--- config.mk ---
export PLATFORM = sky130hd
export DESIGN_NAME = vga_pmod_out
export DESIGN_NICKNAME = d
export VERILOG_FILES = /design/src/rtl/vga_pmod_out.sv
export SDC_FILE = /design/constraint.sdc
export NUM_CORES = 1
export LEC_CHECK = 0
export CAP_MARGIN = 40
export CORE_ASPECT_RATIO = 0.6
export CORE_MARGIN = 4
export CORE_UTILIZATION = 50
export DETAILED_ROUTE_END_ITERATION = 10
export PLACE_DENSITY = 0.87
export SYNTH_ARGS = -nofsm -noshare
export SYNTH_HDL_FRONTEND = slang
export SYNTH_SLANG_ARGS = --single-unit
--- constraint.sdc ---
create_clock -name clk -period 2 [get_ports clk]
set_input_delay 0.4 -clock clk [delete_from_list [all_inputs] [get_ports clk]]
set_output_delay 0.4 -clock clk [all_outputs]
set_load 0.01 [all_outputs]
--- src/rtl/vga_pmod_out.sv ---
// VGA timing generator and TinyVGA-Pmod output stage: h/v counters, a delay line that keeps
// sync aligned with the pattern generator's pixels, and optional 2x2 Bayer dither to 2 bits/channel.
module vga_pmod_out #(
   parameter int H_ACTIVE    = 640,
   parameter int H_FP        = 16,
   parameter int H_SYNC      = 96,
   parameter int H_BP        = 48,
   parameter int V_ACTIVE    = 480,
   parameter int V_FP        = 10,
   parameter int V_SYNC      = 2,
   parameter int V_BP        = 33,
   parameter int SYNC_POL    = 0,
   parameter int COLOR_BITS  = 4,
   parameter int DITHER      = 1,
   parameter int PIX_LATENCY = 1
) (
   input  logic                      clk,
   input  logic                      rst,
   input  logic                      en,
   output logic [9:0]                x,
   output logic [9:0]                y,
   output logic                      active,
   output logic                      frame_start,
   output logic [7:0]                frame_cnt,
   input  logic [3*COLOR_BITS-1:0]   pix_rgb,
   output logic [7:0]                uo_out
);

   localparam logic [9:0] H_VIS    = 10'(H_ACTIVE);
   localparam logic [9:0] HS_START = 10'(H_ACTIVE + H_FP);
   localparam logic [9:0] HS_END   = 10'(H_ACTIVE + H_FP + H_SYNC);
   localparam logic [9:0] H_LAST   = 10'(H_ACTIVE + H_FP + H_SYNC + H_BP - 1);
   localparam logic [9:0] V_VIS    = 10'(V_ACTIVE);
   localparam logic [9:0] VS_START = 10'(V_ACTIVE + V_FP);
   localparam logic [9:0] VS_END   = 10'(V_ACTIVE + V_FP + V_SYNC);
   localparam logic [9:0] V_LAST   = 10'(V_ACTIVE + V_FP + V_SYNC + V_BP - 1);
   localparam logic       SP       = 1'(SYNC_POL);
   localparam int         CB       = COLOR_BITS;

   logic       hsync_raw;
   logic       vsync_raw;
   logic [4:0] tap_in;
   logic [4:0] tap_out;
   logic       d_active;
   logic       d_hsync;
   logic       d_vsync;
   logic       d_x0;
   logic       d_y0;
   logic [1:0] bayer_t;
   logic [1:0] r2;
   logic [1:0] g2;
   logic [1:0] b2;
   logic [7:0] uo_next;

   always_ff @(posedge clk or posedge rst) begin
      if (rst) begin
         x         <= '0;
         y         <= '0;
         frame_cnt <= '0;
      end else if (en) begin
         if (x == H_LAST) begin
            x <= '0;
            if (y == V_LAST) begin
               y         <= '0;
               frame_cnt <= frame_cnt + 8'd1;
            end else begin
               y <= y + 10'd1;
            end
         end else begin
            x <= x + 10'd1;
         end
      end
   end

   assign active      = (x < H_VIS) && (y < V_VIS);
   assign frame_start = en && !rst && (x == '0) && (y == '0);
   assign hsync_raw   = (x >= HS_START) && (x < HS_END);
   assign vsync_raw   = (y >= VS_START) && (y < VS_END);
   assign tap_in      = {active, hsync_raw, vsync_raw, x[0], y[0]};

   // Newest tap enters at the LSB end; the cast drops the oldest entry off the top.
   generate
      if (PIX_LATENCY == 0) begin : g_no_dly
         assign tap_out = tap_in;
      end else begin : g_dly
         logic [5*PIX_LATENCY-1:0] dly;
         always_ff @(posedge clk or posedge rst) begin
            if (rst)     dly <= '0;
            else if (en) dly <= (5*PIX_LATENCY)'({dly, tap_in});
         end
         assign tap_out = dly[5*PIX_LATENCY-1 -: 5];
      end
   endgenerate

   assign {d_active, d_hsync, d_vsync, d_x0, d_y0} = tap_out;

   // Low two bits are zero padding so f exists even when COLOR_BITS < 4.
   function automatic logic [1:0] reduce_chan(input logic [CB-1:0] v, input logic [1:0] t);
      logic [CB+1:0] p;
      logic [1:0]    q;
      logic [1:0]    f;
      p = {v, 2'b00};
      q = p[CB+1 -: 2];
      f = p[CB-1 -: 2];
      if ((DITHER != 0) && (f > t) && (q != 2'd3)) return q + 2'd1;
      return q;
   endfunction

   always_comb begin
      bayer_t = 2'd0;
      unique case ({d_y0, d_x0})
         2'b00:   bayer_t = 2'd0;
         2'b01:   bayer_t = 2'd2;
         2'b10:   bayer_t = 2'd3;
         default: bayer_t = 2'd1;
      endcase
      r2 = reduce_chan(pix_rgb[3*CB-1 -: CB], bayer_t);
      g2 = reduce_chan(pix_rgb[2*CB-1 -: CB], bayer_t);
      b2 = reduce_chan(pix_rgb[CB-1:0], bayer_t);
      if (!d_active) begin
         r2 = '0;
         g2 = '0;
         b2 = '0;
      end
      uo_next = {d_hsync ? SP : ~SP, b2[0], g2[0], r2[0],
                 d_vsync ? SP : ~SP, b2[1], g2[1], r2[1]};
   end

   always_ff @(posedge clk or posedge rst) begin
      if (rst)     uo_out <= {~SP, 3'b000, ~SP, 3'b000};
      else if (en) uo_out <= uo_next;
   end

endmodule

==> results of run 1 <==
-- where the power goes --
group	leakage, nW	internal (mW)	switching [mW]	total (mW)
logic	0.952	0.520	0.533	1.05
clock network	0.0552	0.371	0.300	0.670
registers	0.516	0.936	0.0764	1.01
total	1.52	1.83	0.909	2.74
-- worst max path at each step --
stage | endpoint | slack, ns
floorplan | uo_out[0] | 0.20
global placement | frame_start | -0.53
detailed placement | frame_start | -0.53
CTS | frame_start | -0.12
global route | frame_start | -0.14
finish | frame_start | -0.09
-- flip-flops by register name (all words and copies together), names as in the netlist --
name       cells
x             10
g_dly.dly      5
uo_out         8
frame_cnt      8
y             10
-- area by class of cell --
cell class / instances / area, um^2
clock buffers: 6 / 72.57
clock inverters: 2 / 35.03
fillers: 280 / 1007
inverters: 19 / 75.07
multi-input cells: 154 / 1210
flip-flops and latches: 41 / 1028
well taps: 60 / 75.07
repair buffers: 90 / 798.3
-- layout by cell type (no fill, tap or decap), types with 5 or more instances in the layout --
master / netlist / final
a21oi_1: 6 / 6
buf_4: 0 / 38
clkbuf_8: 0 / 5
clkdlybuf4s50_1: 0 / 49
dfrtp_1: 39 / 39
ha_1: 16 / 16
inv_1: 19 / 17
mux2_2: 5 / 5
nand2_1: 11 / 11
nand3_1: 14 / 14
nand4_1: 6 / 6
nor2_1: 9 / 9
o21ai_0: 12 / 10
o22ai_1: 8 / 8
xnor2_1: 8 / 8
xor2_1: 14 / 14
-- routing by layer --
metal | up-vias | GRT usage, % | routed length (um)
met4 | 0 | 11.13 | 226
met1 | 1077 | 31.50 | 2776
li1 | 970 | - | -
met5 | - | 0 | 0
met3 | 24 | 6.444 | 590
met2 | 118 | 41.12 | 3309
-- timing repair --
action,4_1_cts,5_1_grt
setup buffers,1,2
resized for setup,10,8
hold buffers,0,0
endpoints found under the setup margin,2,18
pin swaps,3,3
-- cells by family after synthesis --
family	synth area share, %
compound gates	7.296
xor+xnor	8.262
fa+ha+maj	8.584
buf+inv	4.936
flops	44.10
mux	3.702
simple gates	23.12
-- Yosys cell counts (6+ instances only) --
master   number
o21ai_0      12
nand3_1      14
nor2_1        9
nand4_1       6
o22ai_1       8
inv_1        19
xor2_1       14
nand2_1      11
a21oi_1       6
dfrtp_1      39
ha_1         16
xnor2_1       8
-- per-stage QoR --
stage                     worst slack (ns)  hold WS, ns  utilization (%)  instance area, um^2
final                             -0.09252       0.4537            76.59                 3294
after global routing               -0.1447       0.4950            76.59                 3294
after CTS                          -0.1178       0.4529            76.03                 3271
after detailed placement           -0.5323       0.4391            73.24                 3151
after global placement             -0.5337       0.4068            73.24                 3151
after floorplan                     0.1970       0.3869                -                 2336
==> results.sh, run 1 <==
export IMPL_crit_type="reg2out"
export IMPL_ir_worst_vdd_uv=728.8
export IMPL_r2r_setup_slack_ns=0.08
export IMPL_critical_path_endpoint_type="primary output"
export IMPL_synth_area_um2=2332
export IMPL_cts_clk_slew_worst_paths_ns=0.08
export IMPL_grt_pass1_vias=2190
export IMPL_worst_hold_path_endpoint="uo_out[7]"
export IMPL_worstHoldStart="g_dly.dly[3]"
export IMPL_grt_max_degree=42
export IMPL_ys_warn_count=0
export IMPL_reg2reg_from="g_dly.dly[0]"
export IMPL_min_period_ns=2.093
export IMPL_violations="setup timing"
export IMPL_path_max_fanout=2
export IMPL_core_area_um2=4302
export IMPL_instances_no_fill=372
export IMPL_max_stage_delay_ns=0.42
export IMPL_cp_num_cells=4
export IMPL_wl_per_cell_um=18.56
export IMPL_skew_ns=0.01142
export IMPL_rsz0062_at_grt="yes"
export IMPL_root_buffer="clkbuf_8"
export IMPL_drive_above_1_share_pct=22.76
export IMPL_detail_route_antenna_nets=0
export IMPL_synth_nets=253
export IMPL_grt_overflow=0
export IMPL_drc=0
export IMPL_hp_class="reg2reg"
export IMPL_slowest_stage="dfrtp_1"
export IMPL_synthArstFlopShare_pct=100.0
export IMPL_cp_required_ns=1.60
export IMPL_synth_area_leaders="dfrtp_1, ha_1, xor2_1"
export IMPL_ys_ff_latch=41
export IMPL_power_leakage_nw=1.523
export IMPL_clock_latency_ns=0.31
export IMPL_path_cells="nor4_4 > nand4_1 > nor4_1 > buf_2"
export IMPL_rows=18
export IMPL_place_congestion=0.8353
export IMPL_syn_inst=222
export IMPL_io_pins=53
export IMPL_crit_buf_inv=1
export IMPL_yosys_area_top_type="dfrtp_1"
export IMPL_dp_cells=361
export IMPL_ff2ff_path_depth=7
export IMPL_avgViaCountPerCell=5.884
export IMPL_setup_tns_ns=-0.09252
export IMPL_routed_wl_mm=6.903
export IMPL_numCtsBuffers=5
export IMPL_worst_pin_slew_ns=0.5137
export IMPL_diodes=0
export IMPL_grt_pass1_wl_mm=10.60
export IMPL_powerDensity_nw_per_um2=830.3
export IMPL_fmax_ghz=0.4779
export IMPL_ys_flop_type="dfrtp_1"
export IMPL_dp_final_hpwl_mm=4.810
export IMPL_finalHoldViolCount=0
export IMPL_dieWidth_um=96.17
export IMPL_die_y_um=60.90
export IMPL_clock_sinks=41
export IMPL_dieArea_um2=5857
export IMPL_cp_startpoint="y[4]"
export IMPL_port_buffers=52
export IMPL_fin_ws_ns=-0.09252
export IMPL_reg2reg_to="uo_out[0]"
export IMPL_synth_top_cell_area_share_pct=41.85
export IMPL_area_growth_pct=41.26
export IMPL_vias=2189
export IMPL_cts_tree="done"
export IMPL_period_share_pct=104.6
export IMPL_track_usage_pct=24.97
export IMPL_maxCapViolations=0
export IMPL_clk_path_buf_depth=2
export IMPL_drtPass1Iterations=5
export IMPL_syn_mean_instance_area_um2=10.51
export IMPL_htree_levels=2
export IMPL_synth_edff_count=0
export IMPL_setup_viol=1
export IMPL_slew_headroom_pct=65.75
export IMPL_finalPower_mw=2.736
export IMPL_start_kind="register"
export IMPL_status="complete, but fails checks"
export IMPL_finalMaxSlewViolations=0
export IMPL_antenna_found_initial=0
export IMPL_drt_initial_drc_count=170
export IMPL_critPathTopFamily="simple AND/OR/NAND/NOR gates"
export IMPL_initial_utilization_pct=54.22
export IMPL_worst_ep_arrival_time_ns=1.69
export IMPL_ys_types=40
export IMPL_hold_depth=1
export IMPL_yosysSeqAreaShare_pct=44.10
export IMPL_fin_nets=342
(Power assumes the default switching activity.)
==> run 2, diff against run 1 <==
Settings changed: CORE_ASPECT_RATIO 0.6 to unset.
==> results.sh, run 2 (synthesis results as in run 1) <==
export IMPL_clock_sinks=41
export IMPL_clock_latency_ns=0.30
export IMPL_place_congestion=0.8507
export IMPL_globalRouteMet1Util_pct=26.35
export IMPL_rsz0062_at_grt="yes"
export IMPL_grt_pass1_vias=2079
export IMPL_clk_path_buf_depth=2
export IMPL_fin_ws_ns=-0.09749
export IMPL_power_leakage_nw=1.526
export IMPL_track_usage_pct=21.60
export IMPL_avgViaCountPerCell=5.686
export IMPL_layout_commonest_cell="clkdlybuf4s50_1"
export IMPL_layout_common_cells="clkdlybuf4s50_1, dfrtp_1, buf_4, inv_1, ha_1"
export IMPL_slew_headroom_pct=65.25
export IMPL_reg2reg_from="g_dly.dly[0]"
export IMPL_drt_initial_drc_count=117
export IMPL_start_kind="register"
export IMPL_slowest_stage="dfrtp_1"
export IMPL_worst_hold_path_endpoint="uo_out[7]"
export IMPL_grt_max_degree=42
export IMPL_htree_levels=2
export IMPL_drive_above_1_share_pct=24.44
export IMPL_crit_type="reg2out"
export IMPL_detail_route_antenna_nets=0
export IMPL_crit_buf_inv=1
export IMPL_hold_depth=1
export IMPL_critical_path_endpoint_type="primary output"
export IMPL_grt_pass1_wl_mm=10.04
export IMPL_maxCapViolations=0
export IMPL_max_stage_delay_ns=0.42
export IMPL_worstHoldStart="g_dly.dly[3]"
export IMPL_diodes=0
export IMPL_wl_per_cell_um=16.90
export IMPL_post_place_ws_ns=-0.6165
export IMPL_reg2reg_to="uo_out[2]"
export IMPL_dp_final_hpwl_mm=4.482
export IMPL_instances_no_fill=363
export IMPL_initial_utilization_pct=52.48
export IMPL_vias=2064
export IMPL_ir_worst_vdd_uv=596.6
export IMPL_die_y_um=76.30
export IMPL_dp_cells=354
export IMPL_ff2ff_path_depth=7
export IMPL_routed_wl_mm=6.134
export IMPL_numCtsBuffers=5
export IMPL_grt_use_met3_pct=4.374
export IMPL_io_pins=53
export IMPL_core_area_um2=4444
export IMPL_area_growth_pct=42.60
export IMPL_violations="DRC, setup timing"
export IMPL_cts_tree="done"
export IMPL_cp_required_ns=1.60
export IMPL_finalHoldViolCount=0
export IMPL_setup_viol=1
export IMPL_dieArea_um2=5821
export IMPL_path_cells="nor4_4 > nand4_1 > nor4_4 > buf_2"
export IMPL_hold_buffers=0
export IMPL_worst_pin_slew_ns=0.5213
export IMPL_root_buffer="clkbuf_8"
export IMPL_r2r_setup_slack_ns=0.09
export IMPL_gr_usage_met2_pct=37.08
export IMPL_cp_startpoint="y[4]"
export IMPL_skew_ns=0.005849
export IMPL_dieWidth_um=76.30
export IMPL_grt_busiest_layer="met2"
export IMPL_finalMaxSlewViolations=0
export IMPL_powerDensity_nw_per_um2=864.1
export IMPL_antenna_found_initial=0
export IMPL_fin_nets=341
export IMPL_top_regs="x (10), y (10)"
export IMPL_drtPass1Iterations=8
export IMPL_min_period_ns=2.097
export IMPL_rows=24
export IMPL_period_share_pct=104.9
export IMPL_grt_overflow=0
export IMPL_critPathTopFamily="simple AND/OR/NAND/NOR gates"
export IMPL_path_max_fanout=2
export IMPL_cp_common_cell="nor4_4"
export IMPL_status="complete, but fails checks"
export IMPL_fmax_ghz=0.4768
export IMPL_worst_ep_arrival_time_ns=1.70
export IMPL_drc=1
export IMPL_hp_class="reg2reg"
export IMPL_cts_clk_slew_worst_paths_ns=0.08
export IMPL_port_buffers=52
[run 2: layout make-up]
cell class | count | area [um^2]
Timing Repair Buffer | 89 | 788.3
Tap cell | 52 | 65.06
Inverter | 19 | 75.07
Sequential cell | 41 | 1028
Fill cell | 292 | 1119
Clock buffer | 5 | 68.82
Clock inverter | 3 | 65.06
Multi-Input combinational cell | 154 | 1235
[run 2: worst max path at each step]
stage | to | cells after the start
after floorplan | uo_out[0] | 6
after global placement | frame_start | 5
after detailed placement | frame_start | 5
after CTS | frame_start | 4
after global routing | frame_start | 6
final | frame_start | 4
[run 2: report_power, final]
part           total (mW)  switching, mW  internal (mW)
Sequential           1.00         0.0641          0.936
Clock               0.799          0.303          0.496
Combinational        1.08          0.546          0.529
[run 2: metal layers]
layer | share of wire (%) | vias up
met4 | 2.5 | 0
met2 | 51 | 73
li1 | - | 966
met3 | 4.7 | 15
met5 | 0 | -
met1 | 42 | 1010
[run 2: through the flow]
stage	hold WS (ns)	utilization [%]	total power [mW]	area [um^2]	setup TNS, ns
finish	0.4185	74.83	2.874	3326	-0.09749
global route	0.4677	74.83	3.015	3326	-0.2864
CTS	0.4233	74.01	2.834	3289	-0.07732
detailed placement	0.4110	70.83	2.030	3148	-3.766
global placement	0.4101	70.83	1.962	3148	-3.194
floorplan	0.3869	-	1.549	2336	0
[run 2: worst reg2reg max path: stages (launching register included)]
cell	delay (ns)
dfrtp_1	0.41
ha_1	0.20
or2_2	0.34
ha_1	0.31
a21oi_2	0.16
o21ai_2	0.10
mux2i_1	0.19
o22ai_1	0.09
[run 2: timing repair]
item | 4_1_cts | 5_1_grt
gates resized for setup | 11 | 10
setup buffers | 0 | 1
pin swaps | 3 | 1
setup endpoints to repair | 5 | 12
==> run 3, diff against run 2 <==
Settings changed: CORE_MARGIN 4 to unset, TNS_END_PERCENT set to 30.
==> results.sh, run 3 (synthesis results as in run 1) <==
export IMPL_seq_area_um2=1028
export IMPL_routed_wl_mm=6.166
export IMPL_netSwitchingFraction_pct=32.43
export IMPL_track_usage_pct=25.80
export IMPL_hp_class="reg2reg"
export IMPL_multi_input_area_um2=1244
export IMPL_power_share_clock_pct=25.2
export IMPL_ff2ff_path_depth=6
export IMPL_n_fill_cell=273
export IMPL_period_share_pct=102.1
export IMPL_dieWidth_um=70.30
export IMPL_wl_per_cell_um=16.94
export IMPL_violations="setup timing"
export IMPL_port_buffers=52
export IMPL_grt_pass1_vias=2067
export IMPL_worst_ep_arrival_time_ns=1.64
export IMPL_avgViaCountPerCell=5.766
export IMPL_worst_hold_path_endpoint="uo_out[7]"
export IMPL_ir_worst_vdd_uv=613.6
export IMPL_whs_ns=0.4119
export IMPL_grt_pass1_wl_mm=9.894
export IMPL_reg2reg_from="g_dly.dly[0]"
export IMPL_max_stage_delay_ns=0.42
export IMPL_drtPass1Iterations=4
export IMPL_antenna_found_initial=0
export IMPL_layout_common_cells="clkdlybuf4s50_1, dfrtp_1, buf_4, inv_1, ha_1"
export IMPL_place_congestion=0.8310
export IMPL_clock_sinks=41
export IMPL_dp_final_hpwl_mm=4.253
export IMPL_p_int_mw=1.867
export IMPL_start_kind="register"
export IMPL_finalHoldViolCount=0
export IMPL_fmax_ghz=0.4898
export IMPL_finalMaxSlewViolations=0
export IMPL_r2r_setup_slack_ns=0.06
export IMPL_slew_headroom_pct=66.43
export IMPL_detail_route_antenna_nets=0
export IMPL_fin_nets=342
export IMPL_initial_utilization_pct=52.83
export IMPL_clk_path_buf_depth=2
export IMPL_rows=24
export IMPL_min_period_ns=2.041
export IMPL_drive_above_1_share_pct=25.00
export IMPL_cts_clk_slew_worst_paths_ns=0.08
export IMPL_power_leakage_nw=1.524
export IMPL_maxCapViolations=0
export IMPL_grt_overflow=0
export IMPL_worst_pin_slew_ns=0.5036
export IMPL_path_cells="nor4_1 > nand4_1 > nor4_2 > buf_2"
export IMPL_crit_type="reg2out"
export IMPL_slowest_stage="nor4_1"
export IMPL_die_y_um=70.30
export IMPL_status="complete, but fails checks"
export IMPL_hold_buffers=0
export IMPL_path_max_fanout=2
export IMPL_vias=2099
export IMPL_instances_no_fill=364
export IMPL_p_comb_share_pct=38.9
export IMPL_rsz0062_at_grt="yes"
export IMPL_reg2reg_to="uo_out[0]"
export IMPL_hold_depth=1
export IMPL_drt_initial_drc_count=142
export IMPL_numCtsBuffers=5
export IMPL_area_growth_pct=42.65
export IMPL_core_area_um2=4414
export IMPL_dieArea_um2=4941
export IMPL_pwr_share_seq_pct=35.9
export IMPL_setup_viol=1
export IMPL_grt_max_degree=42
export IMPL_top_regs="x (10), y (10)"
export IMPL_drc=0
export IMPL_dp_cells=355
export IMPL_worstHoldStart="g_dly.dly[3]"
export IMPL_skew_ns=0.005148
export IMPL_io_pins=53
export IMPL_cp_required_ns=1.60
export IMPL_powerDensity_nw_per_um2=830.4
export IMPL_htree_levels=2
export IMPL_p_sw_uw=896.1
export IMPL_critical_path_endpoint_type="primary output"
export IMPL_fin_ws_ns=-0.04145
export IMPL_root_buffer="clkbuf_8"
export IMPL_diodes=0
export IMPL_clock_latency_ns=0.30
export IMPL_layout_commonest_cell="clkdlybuf4s50_1"
export IMPL_cts_tree="done"
export IMPL_fin_util_pct=75.37
-- run 3: worst max-delay path by stage --
stage,start,end,slack [ns],depth (start not counted)
2_1_floorplan,g_dly.dly[0],uo_out[0],0.20,6
3_3_place_gp,en,frame_start,-0.60,5
3_5_place_dp,en,frame_start,-0.62,5
4_1_cts,y[6],frame_start,-0.02,4
5_1_grt,y[4],frame_start,-0.13,4
6_report,x[9],frame_start,-0.04,4
-- run 3: layout make-up --
class / instances / area share [%]
Timing Repair Buffer: 90 / 23.88
Inverter: 19 / 2.256
Tap cell: 52 / 1.956
Clock inverter: 2 / 1.128
Multi-Input combinational cell: 154 / 37.38
Clock buffer: 6 / 2.482
Sequential cell: 41 / 30.91
-- run 3: metal layers --
layer | vias up | global-route usage (%) | share of wire (%)
li1 | 965 | - | -
met1 | 1035 | 33.02 | 42
met2 | 81 | 43.07 | 51
met3 | 18 | 5.051 | 5.2
met4 | 0 | 9.556 | 2.6
met5 | - | 0 | 0
-- run 3: worst max-delay path, delay by kind of cell (launching register included) --
kind | cells | cell delay [ns]
buffers and inverters | 1 | 0.18
and+or+nand+nor | 3 | 0.79
DFF | 1 | 0.39
-- run 3: power groups by stage --
stage | registers (mW) | clock network, mW | logic [mW]
2_1_floorplan | 1.09 | 0 | 0.463
3_3_place_gp | 0.999 | 0 | 0.966
3_5_place_dp | 1.01 | 0 | 1.02
4_1_cts | 0.990 | 0.706 | 1.03
5_1_grt | 1.01 | 0.745 | 1.16
6_report | 0.992 | 0.697 | 1.07
-- run 3: what timing repair did --
item                       in CTS  in global routing
cloned                          0                  0
buffers inserted                0                  1
resized for setup              14                 11
pin swaps                       3                  1
setup endpoints to repair       3                  9
-- run 3: stage by stage --
step / power (mW) / TNS, ns / setup WS [ns] / area (um^2)
CTS: 2.729 / -0.04224 / -0.02166 / 3293
detailed placement: 2.022 / -4.348 / -0.6195 / 3156
floorplan: 1.549 / 0 / 0.1970 / 2336
global route: 2.910 / -0.1399 / -0.1346 / 3327
global placement: 1.965 / -2.935 / -0.6035 / 3156
finish: 2.763 / -0.04145 / -0.04145 / 3327
